## config.mk

```make
export PLATFORM = sky130hd
export DESIGN_NAME = mem_port_arbiter
export DESIGN_NICKNAME = d
export VERILOG_FILES = /design/src/rtl/mem_port_arbiter.sv
export SDC_FILE = /design/constraint.sdc
export NUM_CORES = 1
export LEC_CHECK = 0
export CAP_MARGIN = 20
export CELL_PAD_IN_SITES_DETAIL_PLACEMENT = 2
export CELL_PAD_IN_SITES_GLOBAL_PLACEMENT = 2
export CORE_MARGIN = 2
export CORE_UTILIZATION = 27
export CTS_CLUSTER_DIAMETER = 30
export DETAILED_ROUTE_END_ITERATION = 6
export PLACE_DENSITY = 0.82
export SLEW_MARGIN = 20
export SYNTH_ARGS = -nofsm -noshare
export SYNTH_HDL_FRONTEND = slang
export SYNTH_SLANG_ARGS = --single-unit
```

## constraint.sdc

```tcl
create_clock -name clk -period 1.96 [get_ports clk]
set_clock_uncertainty 0.05 [all_clocks]
set_input_delay 0.196 -clock clk [delete_from_list [all_inputs] [get_ports clk]]
set_output_delay 0.196 -clock clk [all_outputs]
set_load 0.1 [all_outputs]
```

## src/rtl/mem_port_arbiter.sv

```systemverilog
// mem_port_arbiter: shares one single-port memory between fetch and load/store, data first with a starvation bound on fetch.
module mem_port_arbiter #(
  parameter int ADDR_W       = 32,
  parameter int DATA_W       = 32,
  parameter int MAX_DM_BURST = 4
) (
  input  logic                clk,
  input  logic                reset_n,
  input  logic                if_req,
  input  logic [ADDR_W-1:0]   if_addr,
  output logic [DATA_W-1:0]   if_rdata,
  output logic                if_ack,
  input  logic                dm_read,
  input  logic                dm_write,
  input  logic [ADDR_W-1:0]   dm_addr,
  input  logic [DATA_W-1:0]   dm_wdata,
  input  logic [DATA_W/8-1:0] dm_wmask,
  output logic [DATA_W-1:0]   dm_rdata,
  output logic                dm_ack,
  output logic                mem_req,
  output logic                mem_we,
  output logic [ADDR_W-1:0]   mem_addr,
  output logic [DATA_W-1:0]   mem_wdata,
  output logic [DATA_W/8-1:0] mem_wmask,
  input  logic [DATA_W-1:0]   mem_rdata,
  input  logic                mem_ack,
  input  logic                halt,
  output logic                busy
);
  localparam int SW = $clog2(MAX_DM_BURST + 1);
  localparam logic [SW-1:0] MAXC = SW'(MAX_DM_BURST);
  typedef enum logic [1:0] {IDLE, ISSUE_IF, ISSUE_DM, RESP} state_t;
  state_t r_state, w_next;
  logic [SW-1:0] r_cnt;
  logic r_owner_dm, r_we;
  logic [ADDR_W-1:0] r_addr;
  logic [DATA_W-1:0] r_wdata, r_if_rdata, r_dm_rdata;
  logic [DATA_W/8-1:0] r_wmask;
  logic w_idle, w_if_ok, w_grant_dm, w_grant_if;
  assign w_idle     = r_state == IDLE;
  assign w_if_ok    = if_req & ~halt;
  assign w_grant_dm = w_idle & (dm_read | dm_write) & (~w_if_ok | (r_cnt < MAXC));
  assign w_grant_if = w_idle & ~w_grant_dm & w_if_ok;
  always_comb begin
    w_next = w_idle ? (w_grant_dm ? ISSUE_DM : w_grant_if ? ISSUE_IF : IDLE)
           : r_state == RESP ? IDLE
           : mem_ack ? RESP : r_state;
  end
  always_ff @(posedge clk or negedge reset_n)
    if (!reset_n) r_state <= IDLE;
    else r_state <= w_next;
  always_ff @(posedge clk or negedge reset_n) begin
    if (!reset_n) begin
      r_cnt      <= '0;
      r_owner_dm <= 1'b0;
      r_we       <= 1'b0;
      r_addr     <= '0;
      r_wdata    <= '0;
      r_wmask    <= '0;
      r_if_rdata <= '0;
      r_dm_rdata <= '0;
    end else begin
      if (w_grant_dm) begin
        r_addr     <= dm_addr;
        r_wdata    <= dm_wdata;
        r_wmask    <= dm_write ? dm_wmask : '1;
        r_we       <= dm_write;
        r_owner_dm <= 1'b1;
        r_cnt      <= !w_if_ok ? '0 : r_cnt == MAXC ? MAXC : r_cnt + SW'(1);
      end else if (w_grant_if) begin
        r_addr     <= if_addr;
        r_wmask    <= '1;
        r_we       <= 1'b0;
        r_owner_dm <= 1'b0;
        r_cnt      <= '0;
      end
      if (r_state == ISSUE_IF && mem_ack) r_if_rdata <= mem_rdata;
      if (r_state == ISSUE_DM && mem_ack) r_dm_rdata <= mem_rdata;
    end
  end
  assign mem_req   = r_state == ISSUE_IF || r_state == ISSUE_DM;
  assign busy      = ~w_idle;
  assign if_ack    = r_state == RESP && !r_owner_dm;
  assign dm_ack    = r_state == RESP && r_owner_dm;
  assign mem_we    = r_we;
  assign mem_addr  = r_addr;
  assign mem_wdata = r_wdata;
  assign mem_wmask = r_wmask;
  assign if_rdata  = r_if_rdata;
  assign dm_rdata  = r_dm_rdata;
endmodule

```

; ---- Word level (Yosys, flattened, before mapping)
; Cells that the tools add are included.
[classes]
muxes = 17
bitwise = 11
n_eq_ne = 4
order_cmp = 1
n_addsub = 1
reduce_logical = 9
[ops]
columns = op, n
row1 = $mux W32, 2
row2 = $mux W3, 4
row3 = $mux W4, 3
row4 = $mux W2, 4
row5 = $and A1 B1 Y1, 5
row6 = $eq A2 B2 Y1 const B, 2
row7 = $logic_and A1 B1 Y1, 4
row8 = $mux W1, 4
row9 = $not A1 Y1, 4
row10 = $add A3 B1 Y3 const B, 1
row11 = $eq A3 B3 Y1 const B, 1
row12 = $lt A3 B3 Y1 const B, 1
row13 = $reduce_bool A3 Y1, 1
row14 = $eq A2 B1 Y1 const B, 1
row15 = $logic_not A2 Y1, 1
row16 = $or A1 B1 Y1, 2
row17 = $reduce_bool A2 Y1, 1
row18 = $logic_not A1 Y1, 1
row19 = $logic_or A1 B1 Y1, 1
[totals]
reg_bits = 139
elab_cells = 52
inputBits = 139
output_inout_bits = 137

; ---- Depth between registers and ports, before layout
; Gate-level depths: netlist (run 1).
[logic_depth]
depth_word = 11
ltp_mapped = 7
ltp_nobuf = 5

; ---- Worst setup path after synthesis (run 1)
; No wires, ideal clock.
[synth_path]
kind = register to register
start = register r_state[0]
end = register r_addr[22] (netlist: mem_addr[22])
n_path_buf = 2
period_less_slack_ns = 2.351
arrival_ns = 2.221
t_required_ns = 1.830
slack_ns = -0.391
setup_time_ns = 0.080
path_stages_with_launch = 8
path_cell_list = dfrtp_1 -> inv_1 -> ha_1 -> buf_2 -> inv_2 -> clkbuf_1 -> a221oi_1 -> a2bb2oi_1
[synth_via]
elab_chain_len = 7
elab_cells_between_ends = 8
classes_between = mux (1) / bitwise (5) / reduce/logical (2)
[synth_rtl]
columns = element, line
row1 = "start, declared", 33  ; state_t r_state, w_next;
row2 = "start signal, assigned", 51  ; else r_state <= w_next;
row3 = $logic_not A2 Y1 (*), 40  ; assign w_idle = r_state == IDLE;
row4 = $and A1 B1 Y1 (2 in series), 42  ; assign w_grant_dm = w_idle & (dm_read | dm_write) & (~w_if_ok | (r_cnt < MAXC));
row5 = $not A1 Y1, 43  ; assign w_grant_if = w_idle & ~w_grant_dm & w_if_ok;
row6 = $and A1 B1 Y1 (2 in series), 43
row7 = $reduce_bool A2 Y1 (no line), n/a
row8 = "end signal, assigned", 64  ; r_addr <= dm_addr;
row9 = "end signal, assigned", 71  ; r_addr <= if_addr;
row10 = "end, declared", 36  ; logic [ADDR_W-1:0] r_addr;
; Every way passes the cells marked *; elsewhere a longest branch is shown, timed or not.
; A chain may end at the register's enable or synchronous reset.

; ---- Worst setup path in the final report (run 1)
[layout_path]
start = register r_state[1]
end = output busy
[layout_via]
elab_chain_len = 2
[layout_rtl]
columns = element, line
row1 = $logic_not A2 Y1, 40
row2 = $not A1 Y1, 82  ; assign busy = ~w_idle;
row3 = "end, declared", 28  ; output logic busy
; No other way between the ends.

==> metrics, run 1 <==
result of the run=finished, final reports clean; Setup crit end kind=primary output; fraction of layout cells with a size suffix above 1=0.411; Fin. Hold Viols=0; RePlAce Congestion=a little over 0.8; kind of critical path=flip-flop to primary output; post-DR wirelength/cell=22.1 um; YS warnings=0; Final ANT Viol Nets=0; Slew headroom=0.568; initial antenna violation count=3; Worst Tran Pin Value=648 ps; most frequent CP cell=buf_12; Total Neg Setup Slack=0 ps; flop2flop setup slack=about 190 ps; gr busiest metal=met2; via/cell ratio=approximately 4.9; CTS tree=done; slowest CP cell=dfrtp_1; FF-to-FF Start=r_state[1]; Core Region=approximately 23,000 um^2; Mapped Area=6270 um^2; Worst Path Required=1710 ps; Starting Density=0.276; CP top delay family=buffers and inverters; layout net count=869; DR vias=5,049; RSZ-0062 raised after global routing=false; met3 usage=0.0440; final setup vio count=0; number of cells on the critical path=6; first-pass GRT wire length=34,700 um; 1st-pass router iterations=4; htree depth=4; DRC=0; Syn Nets=592; worst hold path class=input pin to asynchronous set/reset pin; Root Driver=clkbuf_16; Final HPWL DP=about 17,000 um; Critical Path Source=r_state[1]; crit path time final=between 1500 and 2000 ps; later-pin clock latency in the skew report=410 ps; most frequent cells in the layout=buf_4, dfrtp_1, clkdlybuf4s50_1; register bit total from synthesis=between 100 and 150; M2 GR Usage=0.336; arrival time at the worst endpoint=1650 ps; Clock Sinks=139; CP Launch Type=flip-flop; WHS=260 ps; vias in the first global route=5,839; Buf/Inv on CP=5; post-synth top area share=0.555; Crit Path Max Fanout=18; die area=about 24,000 um^2; I/O pins=276; GRT Total Usage=0.187; synth top area cells=dfrtp_1, mux2_2, mux2_4; Final Cycle Share=0.966; met1 Use GR=0.212; WL final=22,600 um; gr ovfl total=0; crit-path cells=inv_2 > ha_4 > buf_12 > clkinv_8 > buf_4 > buf_12; fmax=~530 MHz; Finished Layout Cells=1,023; area delta synth->final=56.3%; port buffer count=roughly 280; clock transition at the registers of the reported paths=70 ps; most common cell after layout, fill and taps aside=buf_4; Mean Syn Cell Area=14.0 um^2; distinct cell type count of the synthesized netlist=34; Syn Inst Count=~450; Rows=55; reg2reg end=mem_addr[29]; largest net degree at the start of global routing=52; TritonCTS Buffers=17; largest area contributor in the netlist=dfrtp_1; Die Y-Extent=156 um; Critical Path Max Stage Delay=roughly 420 ps; initial drt markers=154; Slew Viols, Final=0; placed cells=987; sequential area share after synthesis=0.555; CP endpoint=busy; Chip Width=156 um; CTS Buffer Depth=2; MaxCap Viol Count=0; worst reg-to-reg path cell count=7
==> metal layers <==
metal / up-vias / part of all wire
li1: 2263 / -
met1: 2565 / 0.38
met2: 176 / 0.54
met3: 41 / 0.053
met4: 4 / 0.030
met5: - / 0.0010
==> Yosys cell counts, drive strengths merged <==
cell type,n
nor3,1
a21oi,1
a221oi,32
buf,22
mux2,97
o32ai,2
a22o,2
and3b,1
nand2,2
a21o,2
ha,6
nor2b,1
nand3,1
o211a,32
or2,1
nand3b,1
and2,1
o22a,4
clkbuf,22
inv,6
nand2b,1
a2bb2oi,32
o21ai,34
nor2,4
dfrtp,139
==> flip-flops by register name (all words and copies together), names as in the netlist <==
signal / flops
mem_wdata: 32
mem_addr: 32
if_rdata: 32
r_owner_dm: 1
mem_we: 1
r_state: 2
mem_wmask: 4
dm_rdata: 32
r_cnt: 3
==> per-stage QoR <==
step	utilization	cell area (um^2)	setup slack, ps
global placement	0.403	9160	10.9
detailed placement	0.403	9160	-68.6
finish	0.432	9800	66.0
CTS	0.431	9780	4.20
global route	0.432	9800	10.3
floorplan	-	6270	46.2
==> worst register-to-register path, delay by kind of cell (launching register included) <==
kind                       cells  cell delay [ps]
AOI/OAI and AO/OA              3              620
DFF                            1              400
buffers and inverters          3              390
adders and majority gates      1              190
==> how the worst min path moves through the flow <==
| stage | from | endpoint | slack, ps |
|---|---|---|---|
| 6_report | reset_n | dm_rdata[21] | 260 |
| 5_1_grt | reset_n | dm_rdata[22] | 290 |
| 4_1_cts | reset_n | dm_rdata[22] | 240 |
| 3_5_place_dp | reset_n | dm_rdata[22] | 120 |
| 3_3_place_gp | reset_n | dm_rdata[21] | 110 |
| 2_1_floorplan | reset_n | dm_rdata[0] | -150 |
==> layout make-up <==
cell class                      count  area, um^2
Tap cell                          285         357
Antenna cell                        1        2.50
Timing Repair Buffer              302        2800
Sequential cell                   139        3480
Clock buffer                       17         425
Multi-Input combinational cell    258        2540
Inverter                            6        35.0
Clock inverter                     15         154
Fill cell                        2281       12900
==> cell families (layout without fill, tap and decap cells) <==
logic type                 Yosys count  in the layout  synth area share
AOI/OAI and AO/OA                  141            141             0.186
DFF                                139            139             0.555
muxes                               97             97             0.191
buffers and inverters               50            340            0.0421
and+or+nand+nor                     14             14            0.0148
adders and majority gates            6              6            0.0120
other                                0              1                 0
==> timing repair <==
item,4_1_cts,5_1_grt
buffers inserted,1,1
hold buffers,1,0
resized for setup,8,3
endpoints found under the hold margin,44,0
endpoints found under the setup margin,17,1
Power of run 1 is left out: the tool's default activity adds up to more than one toggle a clock period on the data nets, which glitch-free logic cannot reach.
==> inputs of run 2 (changes only) <==
--- a/config.mk
+++ b/config.mk
@@ -13,7 +13,6 @@
 export CTS_CLUSTER_DIAMETER = 30
 export DETAILED_ROUTE_END_ITERATION = 6
 export PLACE_DENSITY = 0.82
-export SLEW_MARGIN = 20
 export SYNTH_ARGS = -nofsm -noshare
 export SYNTH_HDL_FRONTEND = slang
 export SYNTH_SLANG_ARGS = --single-unit
==> results of run 2 <==
No change in the layout: final DEF, timing and power equal those of run 1.
Power of run 2 is left out for the same reason.
==> inputs of run 3 (changes only) <==
--- a/config.mk
+++ b/config.mk
@@ -13,6 +13,7 @@
 export CTS_CLUSTER_DIAMETER = 30
 export DETAILED_ROUTE_END_ITERATION = 6
 export PLACE_DENSITY = 0.82
+export RECOVER_POWER = 100
 export SYNTH_ARGS = -nofsm -noshare
 export SYNTH_HDL_FRONTEND = slang
 export SYNTH_SLANG_ARGS = --single-unit
==> metrics, run 3 (synthesized netlist as in run 1, its figures left out) <==
later-pin clock latency in the skew report=410 ps; RSZ-0062 raised after global routing=false; RePlAce Congestion=0.826; CTS Buffer Depth=2; final setup vio count=0; Layout fillers=around 2,400; most common cell after layout, fill and taps aside=dfrtp_1; layout net count=869; via/cell ratio=4.93; die area=24,500 um^2; worst hold path class=input pin to flip-flop; most frequent cells in the layout=dfrtp_1, clkdlybuf4s50_1, clkbuf_2; Crit Path Max Fanout=15; Clock Sinks=about 140; Final Cycle Share=0.960; Hold Startpoint=if_addr[8]; Setup crit end kind=flip-flop; flop2flop setup slack=approximately 80 ps; vias in the first global route=roughly 6,000; result of the run=finished, final reports clean; Final HPWL DP=16,800 um; GRT Total Usage=0.187; 1st-pass router iterations=4; Rows=55; WL final=22,500 um; Hold Crit Depth=3; Worst Tran Pin Value=1240 ps; kind of critical path=flip-flop to flip-flop; clock transition at the registers of the reported paths=60 ps; Chip Width=156 um; area delta synth->final=48.9%; reg2reg end=mem_wdata[8]; area of the multi-input gates=approximately 2500 um^2; Slew headroom=0.173; MaxCap Viol Count=0; Finished Layout Cells=approximately 1,000; initial drt markers=136; largest net degree at the start of global routing=52; worst reg-to-reg path cell count=6; I/O pins=~280; htree depth=4; port buffer count=275; DR vias=a little over 5,000; Die Y-Extent=156 um; Starting Density=0.276; DRC=0; initial antenna violation count=3; fmax=between 500 and 600 MHz; Final ANT Viol Nets=0; first-pass GRT wire length=34,700 um; Worst Path Required=2210 ps; Register Area=3480 um^2; FF-to-FF Start=r_state[1]; Fin. Hold Viols=0; Root Driver=clkbuf_16; placed cells=987; CTS tree=done; Core Region=22,700 um^2; arrival time at the worst endpoint=~2100 ps; TritonCTS Buffers=17; gr ovfl total=0; Slew Viols, Final=0; fraction of layout cells with a size suffix above 1=0.393; CP Launch Type=flip-flop; hold endpoint=mem_addr[8]; post-DR wirelength/cell=22.0 um; crit path time final=roughly 1900 ps
run 3: cell types whose count changed in the layout (fill, tap and decap cells not counted), moves of 2 or more:
cell	before	now
clkbuf_2	0	135
buf_4	148	14
mux2_1	0	11
mux2_4	28	18
buf_12	15	8
clkbuf_4	0	4
o21ai_0	27	30
buf_8	0	2
o21ai_1	6	4
run 3: per-stage QoR:
stage	utilization	setup WS (ps)	hold WS, ps	setup TNS, ps	area [um^2]
finish	0.411	78.7	291	0	9340
global route	0.411	7.36	311	0	9340
CTS	0.431	4.20	244	0	9780
detailed placement	0.403	-68.6	119	-879	9160
global placement	0.403	10.9	113	0	9160
floorplan	-	46.2	-150	0	6270
run 3: worst max-delay path by stage:
stage / slack [ps] / cells after the start / start / to
after global placement: 10 / 5 / dm_write / mem_wmask[1]
after detailed placement: -70 / 5 / dm_write / mem_wmask[1]
after global routing: 7 / 3 / reset_n / mem_addr[3]
after CTS: 4 / 6 / r_state[1] / busy
final: 80 / 6 / r_state[1] / mem_wdata[8]
after floorplan: 50 / 7 / r_state[0] / mem_addr[22]
run 3: repair_timing:
action                                 in CTS  in global routing
gates resized for setup                     8                  3
endpoints found under the hold margin      44                  0
hold buffers                                1                  0
buffers inserted                            1                  1
pin swaps                                   0                  0
setup endpoints to repair                  17                  1
run 3: metal layers:
metal / global-route usage / routed length (um) / up-vias
met5: 0 / 23 / -
met4: 0.0756 / 727 / 4
met3: 0.0440 / 1120 / 45
met2: 0.336 / 12000 / 166
met1: 0.212 / 8600 / 2564
li1: - / - / 2260
run 3: layout make-up:
cell class	instances	share of cell area
Antenna cell	1	0.000268
Clock buffer	17	0.0456
Clock inverter	15	0.0165
Inverter	6	0.00375
Multi-Input combinational cell	258	0.267
Sequential cell	139	0.373
Tap cell	285	0.0382
Timing Repair Buffer	302	0.256
run 3: critical path, cell delays in order, from the launching register on:
cell	delay (ps)
dfrtp_1	420
inv_2	100
ha_4	160
o21ai_1	210
nor2_8	280
buf_8	230
mux2_4	310
Power of run 3 is left out for the same reason.
